==> config.mk <==
export PLATFORM = sky130hd
export DESIGN_NAME = axis_pulse_gen
export DESIGN_NICKNAME = d
export VERILOG_FILES = /design/src/rtl/axis_pulse_gen.sv
export SDC_FILE = /design/constraint.sdc
export NUM_CORES = 1
export LEC_CHECK = 0
export BUFFER_PORTS_ARGS = -buffer_cell sky130_fd_sc_hd__buf_2
export CORE_MARGIN = 5
export CORE_UTILIZATION = 40
export CTS_BUF_LIST = sky130_fd_sc_hd__clkbuf_8
export DETAILED_ROUTE_END_ITERATION = 10
export HOLD_SLACK_MARGIN = 0.08
export PLACE_DENSITY = 0.7
export SETUP_SLACK_MARGIN = 0.1
export SYNTH_ARGS = -nofsm -noshare
export SYNTH_HDL_FRONTEND = slang
export SYNTH_SLANG_ARGS = --single-unit
export TNS_END_PERCENT = 50
==> constraint.sdc <==
create_clock -name aclk -period 12.9 [get_ports aclk]
set_clock_uncertainty 0.15 [all_clocks]
set_input_delay 3.225 -clock aclk [delete_from_list [all_inputs] [get_ports aclk]]
set_output_delay 3.225 -clock aclk [all_outputs]
set_load 0.03 [all_outputs]
==> src/rtl/axis_pulse_gen.sv <==
// axis_pulse_gen
//   AXI-Stream pulse-train source for the DAC path. Each pulse is a baseline,
//   a linear ramp up, a flat top, a ramp down and a second baseline; pulses
//   repeat back to back while enable is held.
//
// Ports
//   aclk, areset   clock, asynchronous active-high reset
//   cfg_data       {enable, step, high_level, low_level, width, ramp}
//   case_id        state of the sample currently presented
//   sts_data       completed-pulse count (wraps)
//   m_axis_*       AXI-Stream master (registered tdata/tvalid/tlast)
module axis_pulse_gen #(
  parameter int AXIS_TDATA_WIDTH = 16,
  parameter int PULSE_WIDTH      = 16,
  parameter int CNTR_WIDTH       = 16
) (
  input  logic                                          aclk,
  input  logic                                          areset,
  input  logic [2*PULSE_WIDTH+3*AXIS_TDATA_WIDTH:0]     cfg_data,
  output logic [2:0]                                    case_id,
  output logic [31:0]                                   sts_data,
  input  logic                                          m_axis_tready,
  output logic [AXIS_TDATA_WIDTH-1:0]                   m_axis_tdata,
  output logic                                          m_axis_tvalid,
  output logic                                          m_axis_tlast
);

  localparam int D  = AXIS_TDATA_WIDTH;
  localparam int PW = PULSE_WIDTH;
  localparam int CW = CNTR_WIDTH;
  localparam int AW = D + 2;

  typedef enum logic [2:0] {
    IDLE      = 3'd0,
    LOW_PRE   = 3'd1,
    RAMP_UP   = 3'd2,
    HIGH      = 3'd3,
    RAMP_DOWN = 3'd4,
    LOW_POST  = 3'd5
  } state_t;

  // Number of beats a state emits for a given configuration.
  function automatic logic [CW-1:0] state_len(state_t s, logic [PW-1:0] ramp,
                                              logic [PW-1:0] width);
    logic [CW-1:0] n;
    n = '0;
    case (s)
      LOW_PRE, LOW_POST: n = CW'(width >> 1);
      RAMP_UP, RAMP_DOWN: n = CW'(ramp);
      HIGH:               n = CW'(width);
      default:            n = '0;
    endcase
    return n;
  endfunction

  // First state after s that emits at least one beat; IDLE when none remain.
  function automatic state_t next_after(state_t s, logic [PW-1:0] ramp,
                                        logic [PW-1:0] width);
    state_t n;
    logic   half_nz;
    n       = IDLE;
    half_nz = |(width >> 1);
    case (s)
      IDLE, LOW_PRE: begin
        if (|ramp)       n = RAMP_UP;
        else if (|width) n = HIGH;
      end
      RAMP_UP: begin
        if (|width)      n = HIGH;
        else if (|ramp)  n = RAMP_DOWN;
      end
      HIGH: begin
        if (|ramp)       n = RAMP_DOWN;
        else if (half_nz) n = LOW_POST;
      end
      RAMP_DOWN: begin
        if (half_nz)     n = LOW_POST;
      end
      default: n = IDLE;
    endcase
    return n;
  endfunction

  state_t          r_state;
  logic [CW-1:0]   r_cnt;
  logic [PW-1:0]   r_ramp, r_width;
  logic [D-1:0]    r_low, r_high, r_step;
  logic [D-1:0]    r_tdata;
  logic            r_tvalid, r_tlast;
  logic [31:0]     r_sts;

  logic            w_en, w_xfer, w_start, w_stop, w_adv;
  logic [PW-1:0]   w_cfg_ramp, w_cfg_width, w_c_ramp, w_c_width;
  logic [D-1:0]    w_cfg_low, w_cfg_high, w_cfg_step;
  logic [D-1:0]    w_c_low, w_c_high, w_c_step;
  state_t          w_nx_state;
  logic [CW-1:0]   w_nx_cnt, w_nx_len, w_cur_len;
  logic [CW:0]     w_cnt_inc, w_nx_inc;
  logic [D-1:0]    w_nx_data;
  logic            w_nx_last;
  logic signed [AW-1:0] w_lo, w_hi, w_stp, w_cur, w_base, w_sum, w_val;

  assign w_cfg_ramp  = cfg_data[PW-1:0];
  assign w_cfg_width = cfg_data[2*PW-1:PW];
  assign w_cfg_low   = cfg_data[2*PW+D-1:2*PW];
  assign w_cfg_high  = cfg_data[2*PW+2*D-1:2*PW+D];
  assign w_cfg_step  = cfg_data[2*PW+3*D-1:2*PW+2*D];
  assign w_en        = cfg_data[2*PW+3*D];

  assign w_xfer  = r_tvalid & m_axis_tready;
  assign w_start = w_en & ((r_state == IDLE) | (w_xfer & r_tlast));
  assign w_stop  = w_xfer & r_tlast & ~w_en;
  assign w_adv   = w_xfer & ~r_tlast;

  // A new pulse computes its first beat from the incoming config, which is
  // captured into the shadow registers on the same edge.
  assign w_c_ramp  = w_start ? w_cfg_ramp  : r_ramp;
  assign w_c_width = w_start ? w_cfg_width : r_width;
  assign w_c_low   = w_start ? w_cfg_low   : r_low;
  assign w_c_high  = w_start ? w_cfg_high  : r_high;
  assign w_c_step  = w_start ? w_cfg_step  : r_step;

  assign w_lo  = {{2{w_c_low[D-1]}}, w_c_low};
  assign w_hi  = {{2{w_c_high[D-1]}}, w_c_high};
  assign w_stp = {2'b00, w_c_step};
  assign w_cur = {{2{r_tdata[D-1]}}, r_tdata};

  always_comb begin
    w_nx_state = r_state;
    w_nx_cnt   = r_cnt;
    w_cur_len  = state_len(r_state, w_c_ramp, w_c_width);
    w_cnt_inc  = {1'b0, r_cnt} + {{CW{1'b0}}, 1'b1};
    if (w_start) begin
      // All-zero lengths fall back to one LOW_PRE beat so the stream never stalls.
      if (state_len(LOW_PRE, w_c_ramp, w_c_width) != '0) begin
        w_nx_state = LOW_PRE;
      end else begin
        w_nx_state = next_after(LOW_PRE, w_c_ramp, w_c_width);
        if (w_nx_state == IDLE) w_nx_state = LOW_PRE;
      end
      w_nx_cnt = '0;
    end else if (w_cnt_inc < {1'b0, w_cur_len}) begin
      w_nx_cnt = w_cnt_inc[CW-1:0];
    end else begin
      w_nx_state = next_after(r_state, w_c_ramp, w_c_width);
      w_nx_cnt   = '0;
    end

    w_nx_len = state_len(w_nx_state, w_c_ramp, w_c_width);
    w_nx_inc = {1'b0, w_nx_cnt} + {{CW{1'b0}}, 1'b1};

    // Ramps continue from the previously presented sample; the wide
    // accumulator lets the clamp act before any truncation.
    w_base = w_lo;
    w_sum  = w_lo;
    w_val  = w_lo;
    case (w_nx_state)
      RAMP_UP: begin
        w_base = (w_nx_cnt == '0) ? w_lo : w_cur;
        w_sum  = w_base + w_stp;
        w_val  = (w_sum > w_hi) ? w_hi : w_sum;
      end
      RAMP_DOWN: begin
        w_base = (w_nx_cnt == '0) ? w_hi : w_cur;
        w_sum  = w_base - w_stp;
        w_val  = (w_sum < w_lo) ? w_lo : w_sum;
      end
      HIGH:    w_val = w_hi;
      default: w_val = w_lo;
    endcase
    w_nx_data = w_val[D-1:0];
    w_nx_last = (w_nx_inc >= {1'b0, w_nx_len}) &&
                (next_after(w_nx_state, w_c_ramp, w_c_width) == IDLE);
  end

  always_ff @(posedge aclk or posedge areset) begin
    if (areset) begin
      r_state  <= IDLE;
      r_cnt    <= '0;
      r_ramp   <= '0;
      r_width  <= '0;
      r_low    <= '0;
      r_high   <= '0;
      r_step   <= '0;
      r_tdata  <= '0;
      r_tvalid <= 1'b0;
      r_tlast  <= 1'b0;
      r_sts    <= '0;
    end else begin
      if (w_xfer & r_tlast) r_sts <= r_sts + 32'd1;
      if (w_start) begin
        r_ramp  <= w_cfg_ramp;
        r_width <= w_cfg_width;
        r_low   <= w_cfg_low;
        r_high  <= w_cfg_high;
        r_step  <= w_cfg_step;
      end
      if (w_start | w_adv) begin
        r_state  <= w_nx_state;
        r_cnt    <= w_nx_cnt;
        r_tdata  <= w_nx_data;
        r_tlast  <= w_nx_last;
        r_tvalid <= 1'b1;
      end else if (w_stop) begin
        r_state  <= IDLE;
        r_cnt    <= '0;
        r_tvalid <= 1'b0;
        r_tlast  <= 1'b0;
      end
    end
  end

  assign case_id       = r_state;
  assign sts_data      = r_sts;
  assign m_axis_tdata  = r_tdata;
  assign m_axis_tvalid = r_tvalid;
  assign m_axis_tlast  = r_tlast;

endmodule

# ---- Word level (Yosys, flattened, before mapping)
# Index checks and enable logic that the tools add are counted.
dict set report totals {
  regBits 149
  in_bits 84
  output_inout_bits 53
  elab_cells 92
}
dict set report classes {
  addsub 5
  order_cmp 4
  n_eq_ne 10
  mux 36
  bitwise 9
  n_reduce_logical 17
}
# cell count
set ops {}
lappend ops {{$mux 16} 12}
lappend ops {{$pmux 16 s3} 3}
lappend ops {{$mux 3} 13}
lappend ops {{$mux 18} 2}
lappend ops {{$add 16x1->17 const B} 2}
lappend ops {{$add 32x1->32 const B} 1}
lappend ops {{$reduce_or 16->1} 2}
lappend ops {{$pmux 3 s4} 2}
lappend ops {{$add 18x17->18} 1}
lappend ops {{$gt 18x16->1} 1}
lappend ops {{$lt 18x16->1} 1}
lappend ops {{$sub 18x17->18} 1}
lappend ops {{$ge 17x16->1} 1}
lappend ops {{$lt 17x16->1} 1}
lappend ops {{$logic_not 16->1} 1}
lappend ops {{$reduce_bool 16->1} 1}
lappend ops {{$reduce_or 15->1} 1}
lappend ops {{$eq 3x2->1 const B} 4}
lappend ops {{$eq 3x3->1 const B} 4}
lappend ops {{$logic_not 3->1} 4}
lappend ops {{$reduce_or 2->1} 6}
lappend ops {{$eq 3x1->1 const B} 2}
lappend ops {{$and 1x1->1} 5}
lappend ops {{$mux 1} 3}
lappend ops {{other kinds (5)} 7}

# ---- Depth between registers and ports, before layout
dict set report logic_depth {
  ltp_word 20
  depth_mapped 49
}

# ---- Worst setup path before layout
# No wires, ideal clock.
dict set report synth_path {
  path_kind {input to register}
  start {in m_axis_tready}
  end {reg r_tdata[2] (netlist: m_axis_tdata[2])}
  setup_ps 121
  arrival_ps 12597
  path_slack_ps 32
  stages 47
  n_path_buf 6
  cell_sequence {and3_1 > buf_2 > a21oi_2 > clkbuf_1 > buf_1 > clkbuf_1 > mux2i_1 > inv_1 > a32oi_1 > ha_1 > nand3_1 > o22ai_1 > a211oi_1 > nand3_1 > nor2_2 > nand2_1 > or2_2 > ha_1 > (+11 left out) > o31a_1 > o41a_1 > a221o_1 > a211o_1 > a21o_1 > a21oi_1 > nor2_1 > nor2_1 > xor2_1 > ha_1 > a2111oi_0 > o21ai_0 > o21ai_0 > nand2_2 > buf_2 > mux2i_1 > nand2_1 > a22o_1}
}
dict set report synth_between {
  word_cells_on_any_way 47
  classes_between {add/sub (2); order compare (3); eq/ne (3); mux (27); bitwise (6); reduce/logical (6)}
}
# item line_no
set synth_lines {}
lappend synth_lines {{start: declaration} 22} ;# input logic m_axis_tready,
lappend synth_lines {{$and 1x1->1 (*)} 110} ;# assign w_xfer = r_tvalid & m_axis_tready;
lappend synth_lines {{$and 1x1->1 (*)} 111} ;# assign w_start = w_en & ((r_state == IDLE) | (w_xfer & r_tlast));
lappend synth_lines {{$or 1x1->1 (*)} 111}
lappend synth_lines {{$and 1x1->1 (*)} 111}
lappend synth_lines {{$mux 16 (*)} -}
lappend synth_lines {{named net w_c_ramp[15]} 93} ;# logic [PW-1:0] w_cfg_ramp, w_cfg_width, w_c_ramp, w_c_width;
lappend synth_lines {{$pmux 16 s3 / $reduce_or 16->1 (equally long branches)} -}
lappend synth_lines {{$lt 17x16->1 / $mux 3 (equally long branches)} {142, 65}}
lappend synth_lines {{$mux 16 / $mux 3 (equally long branches)} {142, 135}}
lappend synth_lines {{$mux 16 / $mux 3 (equally long branches)} 133} ;# if (w_start) begin
lappend synth_lines {{$logic_not 16->1 / $logic_not 3->1 (equally long branches)} {159, 164, 139}}
lappend synth_lines {{$mux 18 (tied with other cells)} 164} ;# w_base = (w_nx_cnt == '0) ? w_hi : w_cur;
lappend synth_lines {{$sub 18x17->18 (tied with other cells)} 165} ;# w_sum = w_base - w_stp;
lappend synth_lines {{$lt 18x16->1 (tied with other cells)} 166} ;# w_val = (w_sum < w_lo) ? w_lo : w_sum;
lappend synth_lines {{$mux 16 (tied with other cells)} 166}
lappend synth_lines {{$pmux 16 s3 (*)} 157} ;# case (w_nx_state)
lappend synth_lines {{end signal: assignment} 201} ;# r_tdata <= w_nx_data;
lappend synth_lines {{end: declaration} 88} ;# logic [D-1:0] r_tdata;
# The timed path passes the listed nets; every way through them passes the cells marked *. The select of a mux whose other input is x is not followed.
# A chain may end at the register's enable or synchronous reset.

# ---- Worst setup path after layout
dict set report layout_path {
  start {in cfg_data[80]}
  end {reg r_tdata[14] (netlist: m_axis_tdata[14])}
}
dict set report layout_between {
  word_cells_on_any_way 43
  classes_between {add/sub (2); order compare (3); eq/ne (3); mux (27); bitwise (2); reduce/logical (6)}
}
# item line_no
set layout_lines {}
lappend layout_lines {{start: declaration} 19} ;# input logic [2*PULSE_WIDTH+3*AXIS_TDATA_WIDTH:0] cfg_data,
lappend layout_lines {{$and 1x1->1 (*)} 111}
lappend layout_lines {{$mux 16 (*)} -}
lappend layout_lines {{named net w_c_ramp[15]} 93}
lappend layout_lines {{$pmux 16 s3 / $reduce_or 16->1 (equally long branches)} -}
lappend layout_lines {{$lt 17x16->1 / $mux 3 (equally long branches)} {142, 65}}
lappend layout_lines {{$mux 16 / $mux 3 (equally long branches)} {142, 135}}
lappend layout_lines {{$mux 16 / $mux 3 (equally long branches)} 133}
lappend layout_lines {{$logic_not 16->1 / $logic_not 3->1 (equally long branches)} {159, 164, 139}}
lappend layout_lines {{$mux 18 (tied with other cells)} 164}
lappend layout_lines {{$sub 18x17->18 (tied with other cells)} 165}
lappend layout_lines {{$lt 18x16->1 (tied with other cells)} 166}
lappend layout_lines {{$mux 16 (tied with other cells)} 166}
lappend layout_lines {{$pmux 16 s3 (*)} 157}
# Marked as above.

==> results.env <==
RESULT_OF_THE_RUN='completed'
PRECTSSETUPSLACK_NS=0.02590
AREA_GROWTH_FROM_SYNTHESIS_TO_FINAL_LAYOUT_PCT=16.19
SYNTHSIMPLEGATEAREAFRAC_PCT=17.62
WORST-ENDPOINT-REQUIRED_NS=13.08
SYNTH_SEQUENTIAL_AREA_RATIO_PCT=32.85
SETUP_CRIT_END_KIND='flip-flop'
POST-SYNTH-TOP-AREA-CELL='dfrtp_1'
YS_DOMINANT_REG_CELL='dfrtp_1'
DRT-WIRELENGTH-PER-CELL_UM=18.31
LAYOUT.NETS=1646
SETUP_TNS_NS=0
WORST_PATH_DOMINANT_CELL_FAMILY='compound AO/OA/AOI/OAI gates'
TIMING.HOLD.WORST.CLASS='flip-flop to flip-flop'
FINAL-MAX-SLEW-VIOLATION-COUNT=0
CP_COMMON_CELL='a21oi_1'
HOLD-WORST-SLACK_NS=0.3413
CP_DATA_ARRIVAL_TIME_NS=12.31
SYNTH_EDF_COUNT=0
TRITONCTS.NUM_BUFFERS=17
SYNTHDISTINCTLIBCELLS=70
COMBINATIONAL_FAMILY_WITH_THE_MOST_AREA_AFTER_SYNTHESIS='simple AND/OR/NAND/NOR gates'
CRITPATHBUFINV=10
FLOORPLAN.INITIALDENSITY_PCT=40.63
FINAL_REPLACE_WEIGHTED_CONGESTION=0.9667
PORTS_PLACED_ON_THE_BOUNDARY=137
FIRSTDRTPASSITERS=5
CLK_LATENCY_NS=0.47
NETLIST.AREA_LEADER.SHARE_PCT=32.85
RSZ0062_AT_GRT='no'
CTS-HOLD-FIX-BUFFERS=0
ANTENNA_VIOLATION_NET_COUNT_AFTER_DETAILED_ROUTING=0
PATH_MAX_FANOUT=15
CORE_REGION_AREA_SQ_MM=0.02793
ASYNC_FLOP_SHARE_PCT=100.0
SYNTH.TOP_CELLS.BY_COUNT='187 x nand2_1, 149 x dfrtp_1, 104 x ha_1'
DP.CELLS=1805
FINAL_LAYOUT_SIZE_SUFFIX_GT1_SHARE_PCT=17.97
FINAL-INSTANCE-COUNT-EXCL-FILL=1848
PORT_BUFFERS=136
CLOCK_TREE.BUFFER_DEPTH=2
DIE_WIDTH_UM=178.4
CORE.ROWCOUNT=61
POST_SYNTH_MAIN_AREA_CONTRIBUTORS='dfrtp_1 33%, ha_1 11%, nand2_1 6.2%'
DPL.HPWL_UM=26040
CTS.SINK_COUNT=149
WORST_SETUP_HOLD_PATH_CLK_SLEW_NS=0.09
MAX_SLEW_MARGIN_PCT=26.50
FINALHOLDVIOLATIONS=0
TIGHTESTPINTRANSITION_NS=1.098
TIMING.CRITICAL_PATH.SLOWEST_CELL_DELAY_NS=0.41
SYNTH_XOR_AREA_SHARE_PCT=6.791
NUMBER_OF_GLOBAL_ROUTE_VIAS_BEFORE_REPAIR=10010
CRITICAL_PATH_CLASS='input pin to flip-flop'
GRT.TOTAL_USAGE_PCT=20.82
SYNTH_COMPOUND_GATE_AREA_SHARE_PCT=17.08
FINAL-SETUP-VIOL-COUNT=0
CP-START-KIND='input pin'
POST_LAYOUT_MINIMUM_CYCLE_TIME_NS=12.13
DIE-HEIGHT_UM=178.4
SYNTH_NETS=1495
GRT_START_MAX_NET_PINS=100
GLOBAL_ROUTE_WIRE_LENGTH_BEFORE_REPAIR_UM=52810
DRT_ITER0_MARKERS=965
DESIGN.DIE.AREA_SQ_MM=0.03184
FILLERINSTANCES=2742
CRIT_PATH_TOP_DELAY_CELL='nor4_1'
GRT_ANTENNA_BEFORE_REPAIR=2
CTS_HTREE_LEVELS=4
SYNTH_MOST_COMMON_CELL='nand2_1'
SYNTHCELLS=1305
SYNTHESIS.AREA_PER_INSTANCE_SQ_UM=8.697
MAXCLOCKFREQUENCY_MHz=82.42
YS_FF_LATCH=149
ROUTED_WIRELENGTH_UM=33840
ROUTE.DETAILED.VIAS_PER_INST=5.680
SYNTHESIS.AREA_SQ_MM=0.01135
ROUTED-VIA-COUNT=10500
FIN_WS_NS=0.7674
YOSYS.AREA_SHARE.ADDER_PCT=11.82
TRITONCTS='done'
MAX_CAP_VIOL_COUNT=0
SYNTH_WARNINGS=0
REMAINING_DRC_ERRORS=0
GRT_REMAINING_OVERFLOW=0
FINAL_MIN_PERIOD_OVER_CLOCK_PERIOD_PCT=94.05
CTS_ROOT_BUF='clkbuf_8'
SYNTH.MUX.AREA_FRACTION_PCT=8.908
-- worst reg2reg max path, delay by kind of cell, from the launching register on --
kind,cells,cell delay (ns)
compound gates,15,3.23
simple gates,13,2.55
fa+ha+maj,6,1.67
buf+inv,7,0.91
xor+xnor,2,0.59
flops,1,0.54
mux,2,0.49
-- cells in the final DEF, fill, tap and decap left out, types with 23 or more instances in the layout --
| cell | count |
|---|---|
| a21oi_1 | 81 |
| a22oi_1 | 29 |
| and3_1 | 23 |
| buf_2 | 136 |
| buf_4 | 39 |
| dfrtp_1 | 149 |
| ha_1 | 104 |
| inv_1 | 100 |
| mux2_2 | 36 |
| mux2i_1 | 59 |
| nand2_1 | 187 |
| nand3_1 | 37 |
| nor2_1 | 79 |
| nor3_1 | 24 |
| o21ai_0 | 44 |
| xnor2_1 | 64 |
| xor2_1 | 24 |
-- timing repair --
action | in CTS | in global routing
endpoints found under the hold margin | 0 | 0
setup buffers | 0 | 8
endpoints found under the setup margin | 0 | 16
resized for setup | 0 | 5
-- layout make-up --
class                           count  area, sq um  share of cell area (%)
Multi-Input combinational cell   1012         7139                   54.14
Sequential cell                   149         3729                   28.27
Timing Repair Buffer              176        993.5                   7.533
Tap cell                          378        473.0                   3.586
Inverter                          100        380.4                   2.884
Clock buffer                       18        247.7                   1.879
Clock inverter                     14        222.7                   1.689
Antenna cell                        1        2.502                 0.01898
-- stage by stage --
| step | util [%] | cell area (sq um) |
|---|---|---|
| 2_1_floorplan | - | 11350 |
| 3_3_place_gp | 45.09 | 12600 |
| 3_5_place_dp | 45.09 | 12600 |
| 4_1_cts | 46.78 | 13070 |
| 5_1_grt | 47.20 | 13190 |
| 6_report | 47.21 | 13190 |
-- sequential cells by signal, summed over array words and instances, names as in the netlist --
signal	cells
r_width	16
case_id	3
m_axis_tdata	16
r_ramp	16
r_step	16
r_high	16
sts_data	32
m_axis_tvalid	1
m_axis_tlast	1
r_cnt	16
r_low	16
-- path summary, 6_finish.rpt --
path | depth (start not counted) | from | end | slack (ns)
setup / recovery | 47 | cfg_data[80] | m_axis_tdata[14] | 0.77
hold / removal | 1 | sts_data[31] | sts_data[31] | 0.34
setup reg to reg | 45 | r_cnt[0] | m_axis_tdata[14] | 2.65
hold reg to reg | 1 | sts_data[31] | sts_data[31] | 0.34
max in group asynchronous | 3 | areset | sts_data[22] | 8.54
min in group asynchronous | 2 | areset | sts_data[29] | 2.82
-- cell families (layout without fill, tap and decap cells) --
| kind of cell | after synthesis | in the layout |
|---|---|---|
| AOI/OAI and AO/OA | 289 | 291 |
| xor gates and xnor gates | 88 | 88 |
| and+or+nand+nor | 431 | 431 |
| adders and majority gates | 106 | 106 |
| DFF | 149 | 149 |
| buffers and inverters | 146 | 308 |
| muxes | 96 | 96 |
| other | 0 | 1 |
-- metal layers --
layer	GRT usage, %	share of wire (%)	vias to the layer above
met2	32.04	44	416
met1	29.26	46	5035
met3	3.518	7.5	70
met5	0	0.021	-
li1	-	-	4973
met4	7.995	3.1	2
Power is not shown: default switching activity piles up to over one toggle a cycle in this logic, so the estimate is an artifact.
